### config.mk
export PLATFORM = sky130hd
export DESIGN_NAME = hazard_ctrl
export DESIGN_NICKNAME = d
export VERILOG_FILES = /design/src/rtl/mips_pkg.sv /design/src/rtl/muldiv_busy_timer.sv /design/src/rtl/hazard_ctrl.sv
export SDC_FILE = /design/constraint.sdc
export NUM_CORES = 1
export LEC_CHECK = 0
export ABC_AREA = 1
export CORE_MARGIN = 2
export CORE_UTILIZATION = 41
export CTS_CLUSTER_DIAMETER = 40
export CTS_CLUSTER_SIZE = 16
export DETAILED_ROUTE_END_ITERATION = 16
export GPL_TIMING_DRIVEN = 0
export PLACE_DENSITY = 0.88
export SYNTH_ARGS = -nofsm -noshare
export SYNTH_HDL_FRONTEND = slang
export SYNTH_SLANG_ARGS = --single-unit
### constraint.sdc
create_clock -name clk -period 3.12 [get_ports clk]
set_clock_uncertainty 0.2 [all_clocks]
set_input_delay 0.624 -clock clk [delete_from_list [all_inputs] [get_ports clk]]
set_output_delay 0.624 -clock clk [all_outputs]
set_load 0.005 [all_outputs]
### src/rtl/mips_pkg.sv
// Shared definitions for the MIPS pipeline control blocks: sequencing
// states, the hardwired-zero register number and default mult/div latencies.
package mips_pkg;

   typedef enum logic [1:0] {
      RUN      = 2'd0,
      MEM_WAIT = 2'd1,
      MD_BUSY  = 2'd2
   } hz_state_e;

   localparam logic [4:0]  REG_ZERO       = 5'd0;
   localparam int unsigned MUL_CYCLES_DEF = 4;
   localparam int unsigned DIV_CYCLES_DEF = 32;

endpackage

### src/rtl/muldiv_busy_timer.sv
// Occupancy timer for the multi-cycle mult/div unit: loads the operation
// length minus one on launch and counts down to zero; busy while nonzero.
module muldiv_busy_timer
   import mips_pkg::*;
#(
   parameter int unsigned MUL_CYCLES = MUL_CYCLES_DEF,
   parameter int unsigned DIV_CYCLES = DIV_CYCLES_DEF,
   parameter int unsigned CNT_W      = 6
) (
   input  logic clk_i,
   input  logic rst_i,
   input  logic load_i,
   input  logic is_div_i,
   output logic busy_o,
   output logic last_o
);

   localparam logic [CNT_W-1:0] MUL_LD = CNT_W'(MUL_CYCLES - 1);
   localparam logic [CNT_W-1:0] DIV_LD = CNT_W'(DIV_CYCLES - 1);

   logic [CNT_W-1:0] cnt_q, cnt_d;

   // A launch while still busy reloads rather than queueing.
   always_comb begin
      cnt_d = cnt_q;
      if (load_i)
         cnt_d = is_div_i ? DIV_LD : MUL_LD;
      else if (cnt_q != '0)
         cnt_d = cnt_q - 1'b1;
   end

   always_ff @(posedge clk_i) begin
      if (rst_i)
         cnt_q <= '0;
      else
         cnt_q <= cnt_d;
   end

   assign busy_o = (cnt_q != '0);
   assign last_o = (cnt_q == CNT_W'(1));

endmodule

### src/rtl/hazard_ctrl.sv
// Central pipeline sequencing: freeze, branch flush, load-use and HI/LO
// interlock stalls. Define HAZARD_PERF_CNT_EN to add stall/flush/freeze counters.
module hazard_ctrl
   import mips_pkg::*;
#(
   parameter int unsigned MUL_CYCLES = MUL_CYCLES_DEF,
   parameter int unsigned DIV_CYCLES = DIV_CYCLES_DEF,
   parameter int unsigned CNT_W      = 6
) (
   input  logic       clk,
   input  logic       rst,
   input  logic [4:0] id_rs,
   input  logic [4:0] id_rt,
   input  logic       id_uses_rt,
   input  logic       id_reads_hilo,
   input  logic       id_is_muldiv,
   input  logic [4:0] ex_rd,
   input  logic       ex_mem_read,
   input  logic       ex_branch_taken,
   input  logic       ex_muldiv_start,
   input  logic       ex_muldiv_is_div,
   input  logic       mem_req,
   input  logic       mem_ready,
   output logic       pc_write,
   output logic       if_id_write,
   output logic       if_id_flush,
   output logic       id_ex_bubble,
   output logic       ex_mem_write,
   output logic       mem_wb_write,
   output logic       muldiv_busy
`ifdef HAZARD_PERF_CNT_EN
   ,
   output logic [31:0] stall_cycles,
   output logic [31:0] flush_count,
   output logic [31:0] freeze_cycles
`endif
);

   hz_state_e state_q, state_d;
   logic      freeze, load_use, hilo_stall, md_load, md_busy, md_last;

   assign freeze     = mem_req & ~mem_ready;
   assign load_use   = ex_mem_read && (ex_rd != REG_ZERO) &&
                       ((id_rs == ex_rd) || (id_uses_rt && (id_rt == ex_rd)));
   assign hilo_stall = md_busy & (id_reads_hilo | id_is_muldiv);
   assign md_load    = ex_muldiv_start & ~freeze;

   muldiv_busy_timer #(
      .MUL_CYCLES(MUL_CYCLES),
      .DIV_CYCLES(DIV_CYCLES),
      .CNT_W     (CNT_W)
   ) u_timer (
      .clk_i   (clk),
      .rst_i   (rst),
      .load_i  (md_load),
      .is_div_i(ex_muldiv_is_div),
      .busy_o  (md_busy),
      .last_o  (md_last)
   );

   always_comb begin
      state_d = state_q;
      if (freeze)
         state_d = MEM_WAIT;
      else if (md_load)
         state_d = MD_BUSY;
      else begin
         case (state_q)
            MEM_WAIT, MD_BUSY: state_d = (md_busy && !md_last) ? MD_BUSY : RUN;
            default:           state_d = RUN;
         endcase
      end
   end

   always_ff @(posedge clk) begin
      if (rst)
         state_q <= RUN;
      else
         state_q <= state_d;
   end

   always_comb begin
      pc_write     = 1'b1;
      if_id_write  = 1'b1;
      if_id_flush  = 1'b0;
      id_ex_bubble = 1'b0;
      ex_mem_write = 1'b1;
      mem_wb_write = 1'b1;
      muldiv_busy  = md_busy & ~rst;
      if (rst) begin
         pc_write     = 1'b0;
         if_id_write  = 1'b0;
         if_id_flush  = 1'b1;
         id_ex_bubble = 1'b1;
         ex_mem_write = 1'b0;
         mem_wb_write = 1'b0;
      end else if (freeze) begin
         pc_write     = 1'b0;
         if_id_write  = 1'b0;
         ex_mem_write = 1'b0;
         mem_wb_write = 1'b0;
      end else if (ex_branch_taken) begin
         if_id_flush  = 1'b1;
         id_ex_bubble = 1'b1;
      end else if (load_use || hilo_stall) begin
         pc_write     = 1'b0;
         if_id_write  = 1'b0;
         id_ex_bubble = 1'b1;
      end
   end

`ifdef HAZARD_PERF_CNT_EN
   logic [31:0] stall_q, stall_d, flush_q, flush_d, frz_q, frz_d;

   always_comb begin
      stall_d = stall_q;
      flush_d = flush_q;
      frz_d   = frz_q;
      if (freeze)
         frz_d = frz_q + 32'd1;
      else if (ex_branch_taken)
         flush_d = flush_q + 32'd1;
      else if (load_use || hilo_stall)
         stall_d = stall_q + 32'd1;
   end

   always_ff @(posedge clk) begin
      if (rst) begin
         stall_q <= '0;
         flush_q <= '0;
         frz_q   <= '0;
      end else begin
         stall_q <= stall_d;
         flush_q <= flush_d;
         frz_q   <= frz_d;
      end
   end

   assign stall_cycles  = stall_q;
   assign flush_count   = flush_q;
   assign freeze_cycles = frz_q;
`endif

endmodule

[Word level (Yosys, flattened, before mapping)]
Cells that the tools add are included.
Storage, ports and cells
  register bits: 6
  latch bits: 0
  RAM bits: 0
  memory bits (read-only): 0
  bits of input ports: 26
  memories kept: 0
Cells by class
  $add $sub $neg: 1
  multiply operators: 0
  div/mod/pow operators: 0
  magnitude comparators: 0
  eq/ne operators: 2
  shifts and indexed selects: 0
  multiplexer cells: 16
  bitwise gates (word level): 8
  reductions and logical operators: 8
Operator list (number)
  1-bit 2-to-1 mux: 13
  6-bit 2-to-1 mux: 2
  5-bit == test: 2
  6-bit nonzero test: 1
  6-bit by 1-bit subtractor with 6-bit output, second input constant: 1
  5-bit 2-to-1 mux: 1
  5-bit nonzero test: 1
  1-bit bitwise AND: 4
  1-bit logical AND: 3
  1-bit inverter: 3
  1-bit logical OR: 2
  2-bit nonzero test: 1
  1-bit bitwise OR: 1

[Depth between registers and ports, before layout]
  word-level depth: 9
  depth in mapped cells: 10

[Hierarchy]
From an unflattened synthesis, not the netlist that was laid out.
Second synthesis, totals
  cells, all modules: 123
  area total of the unflattened synthesis: 675.6 um^2
Modules (own cells, without submodules)
  muldiv_busy_timer: times used 1, cells each 51, area each 382.9 um^2, sequential area each 120.1 um^2
  hazard_ctrl: times used 1, cells each 72, area each 292.8 um^2, sequential area each 0.0 um^2

[Least setup slack after synthesis]
Ideal clock, no wire load.
  kind: input -> output
  start point: input ex_rd[0]
  end point: output pc_write
  data arrival time: 1.385 ns
  slack: 0.911 ns
  cell stages on the path: 8
  path through: inv_1 > nand4_1 > o21ai_0 > inv_1 > nand2_1 > nand2_2 > a21oi_1 > buf_4
On the way
  longest elaborated chain between the ends: 9
RTL lines
  start, declared: RTL line hazard_ctrl.sv:17  | input logic [4:0] ex_rd,
  5-bit == test: RTL line hazard_ctrl.sv:44  | ((id_rs == ex_rd) || (id_uses_rt && (id_rt == ex_rd)));
  1-bit logical AND: RTL line hazard_ctrl.sv:44
  1-bit logical OR: RTL line hazard_ctrl.sv:44
  1-bit logical AND (*): RTL line hazard_ctrl.sv:43  | assign load_use = ex_mem_read && (ex_rd != REG_ZERO) &&
  1-bit logical OR (*): RTL line hazard_ctrl.sv:105  | end else if (load_use || hilo_stall) begin
  1-bit 2-to-1 mux (*) (4 in a row)
  end, declared: RTL line hazard_ctrl.sv:24  | output logic pc_write,
Every way passes the cells marked *; elsewhere a longest branch is shown, timed or not.

[Worst setup path after layout]
  start point: input mem_req
  end point: output if_id_flush
On the way
  longest elaborated chain between the ends: 3
RTL lines
  start, declared: RTL line hazard_ctrl.sv:22  | input logic mem_req,
  1-bit bitwise AND: RTL line hazard_ctrl.sv:42  | assign freeze = mem_req & ~mem_ready;
  1-bit 2-to-1 mux: RTL line hazard_ctrl.sv:97  | end else if (freeze) begin
  1-bit 2-to-1 mux: RTL line hazard_ctrl.sv:90  | if (rst) begin
  end, declared: RTL line hazard_ctrl.sv:26  | output logic if_id_flush,
Every way passes these cells.

==> flow_summary.ini <==
[final_layout]
multi_input_area_um2 = 385.4
largest_register_ffs = 6
n_antenna_cell = 0
n_fill_cell = 141
reg.largest.list = u_timer.cnt_q (6)
largest_register = u_timer.cnt_q
regArea_um2 = 120.1
syn2layout_area_growth_pct = 59.08
drive_gt1_frac = 0.1192
nNetsFinal = 181

[drt]
detail-route-antenna-nets = 0
drc = 0
vias = 779
wl_per_cell_um = 9.413
dr.pass1.iters = 5
first_iter_violations = 13
finalWirelength_um = 1572
via_per_inst = 4.665

[place]
numPortBuffers = 32
dp_hpwl_um = 1391
gp_congestion = 0.7831

[logic_synthesis]
netlist.area_leader.share = 0.2216
synthTopCellsByArea = nand2_1, dfxtp_1, inv_1, nor2_1, a21oi_1
synth_ff_type = dfxtp_1
ys_seq_area_frac = 0.1916
ys_ff_latch = 6
synth_top_cell_by_area = nand2_1
post-synth-top-count-cell = nand2_1
ys_types = 20
synth_edf_count = 0
syn_area_um2 = 626.9
async_flop_share = 0
synth.avg_cell_area_um2 = 5.404
synth_common_cells = nand2_1, inv_1, nor2_1
syn_inst = 116
ys_warn_count = 0
syn_nets = 144

[critical_path]
critPathMostFrequentCell = inv_1
rrSetupSlack_ps = 1630
critPathSlowestCell = clkdlybuf4s50_1
worstRegToRegCells = 5
rr_startpoint = u_timer.cnt_q[0]$_SDFFE_PP0P_
cp_max_fo = 3
end_kind = output port
r2r-end = u_timer.cnt_q[2]$_SDFFE_PP0P_
cp.required_ps = 2300
crit_type = in2out
setup.worst_path.start_class = input pin
cp.arrival_ps = 2060
path_cells = clkdlybuf4s50_1 -> inv_1 -> nor2_1 -> inv_1 -> a21oi_1 -> inv_1 -> clkdlybuf4s50_1
slowest_delay_ps = 450

[global_routing]
grt_antenna_before_repair = 0
grt_pass1_vias = 770
busiest_layer = met2
grtUsageMet1 = 0.1633
grt_util_all_layers = 0.1884
grtUsageMet3 = 0.02553
grt_max_degree = 8
overflow = 0
grt_pass1_wl_um = 2711
use_met2 = 0.3970

[sta]
post-route-period-util = 0.9229
tns_ps = 0
whs_ps = 336.5
hold_violations = 0
setup_viol = 0
tightest_slew_ps = 263.7
fin_crit_ps = 2880
timing.fmax_mhz = 347.3
maxSlewHeadroom = 0.8230
rsz0062_at_grt = false
final-max-slew-violation-count = 0

[cts]
cts_inserted_buffers = 3
cts_tree = built
cts.clk_slew.worst_paths_ps = 50
insertion_delay_ps = 240
cts.sinks = 6
root_buffer = clkbuf_4
cts_max_path_buffers = 2
htree_num_levels = 1

[min_path]
holdCritPathClass = reg2reg
hold_path_depth = 2
holdCritStartpoint = u_timer.cnt_q[5]$_SDFFE_PP0P_
hold_end = u_timer.cnt_q[5]$_SDFFE_PP0P_

[run]
maxCapViolations = 0

[floorplanning]
die_x_um = 43.10
dieArea_um2 = 1858
start_util = 0.4260
core_area_um2 = 1471
die_h_um = 43.10
rows = 14
io_pins = 33

[pwr]
powerDensity_nw_per_um2 = 347.1
p_total_mw = 0.3461
leakagePower_nw = 0.5588
max-vdd-ir-drop_mv = 0.1293

[status]
status = finished clean
==> worst max-delay path, delay by kind of cell <==
kind                   cells  cell delay, ps
buffers and inverters      5            1070
AOI/OAI and AO/OA          1             170
and+or+nand+nor            1             180
==> cell families after synthesis <==
| family | count (synthesis) | share of synthesized area |
|---|---|---|
| buffers and inverters | 32 | 0.2036 |
| flip-flops | 6 | 0.1916 |
| XOR/XNOR | 2 | 0.02795 |
| adder cells (fa/ha/maj) | 2 | 0.03991 |
| AO/OA/AOI/OAI | 15 | 0.1297 |
| AND/OR/NAND/NOR | 59 | 0.4072 |
==> layout make-up <==
class                   instances  share of cell area
multi-input cells              78              0.3864
repair buffers                 32              0.3225
inverters                      30              0.1129
well taps                      16             0.02008
flip-flops and latches          6              0.1205
clock buffers                   3             0.02258
plain buffers                   2             0.01506
==> through the flow <==
| stage | std cells | setup WS, ps | utilization | cell area (um2) |
|---|---|---|---|---|
| final | 167 | 240.5 | 0.6777 | 997.2 |
| after global routing | 167 | 73.95 | 0.6777 | 997.2 |
| after CTS | 167 | 19.38 | 0.6709 | 987.2 |
| after detailed placement | 164 | -96.52 | 0.6573 | 967.2 |
| after global placement | 164 | -53.39 | 0.6573 | 967.2 |
| after floorplan | 116 | 911.1 | - | 626.9 |
==> layout by cell type, fill, tap and decap left out <==
| master | instances |
|---|---|
| inv_1 | 23 |
| a21oi_1 | 7 |
| clkdlybuf4s50_1 | 24 |
| o21ai_1 | 3 |
| nand2_1 | 37 |
| nand4_4 | 1 |
| nor2_2 | 2 |
| nand3_1 | 4 |
| inv_2 | 7 |
| a21oi_2 | 1 |
| nor2_1 | 12 |
| xnor2_1 | 1 |
| nand2_2 | 1 |
| nand3b_1 | 1 |
| dlymetal6s2s_1 | 3 |
| ha_1 | 2 |
| dfxtp_1 | 6 |
| o21ai_2 | 1 |
| o211ai_1 | 1 |
| clkbuf_4 | 3 |
| xor2_1 | 1 |
| buf_4 | 2 |
| nand4_1 | 1 |
| dlygate4sd2_1 | 5 |
| o21ai_0 | 2 |
==> what timing repair did <==
item | in CTS | in global routing
setup buffers | 0 | 0
pin swaps | 1 | 2
endpoints found under the setup margin | 2 | 3
gates resized for setup | 8 | 4
hold buffers | 0 | 0
endpoints found under the hold margin | 0 | 0
==> power breakdown <==
part           internal, mW  switching, mW
combinational        0.0883         0.0879
clock                0.0435         0.0281
sequential           0.0901        0.00831
==> layer usage <==
| layer | wire, um | vias up |
|---|---|---|
| met5 | 0 | - |
| met4 | 33 | 0 |
| met3 | 60 | 4 |
| met2 | 871 | 21 |
| met1 | 607 | 337 |
| li1 | - | 417 |
==> how the worst max path moves through the flow <==
stage | cells past startpoint | end | start | slack (ps)
2_1_floorplan | 8 | pc_write | ex_rd[0] | 910
3_3_place_gp | 10 | pc_write | ex_rd[3] | -50
3_5_place_dp | 10 | pc_write | ex_rd[3] | -100
4_1_cts | 11 | pc_write | id_rs[3] | 20
5_1_grt | 7 | if_id_flush | mem_req | 70
6_report | 7 | if_id_flush | mem_req | 240
Power figures use the tool's default switching activity.
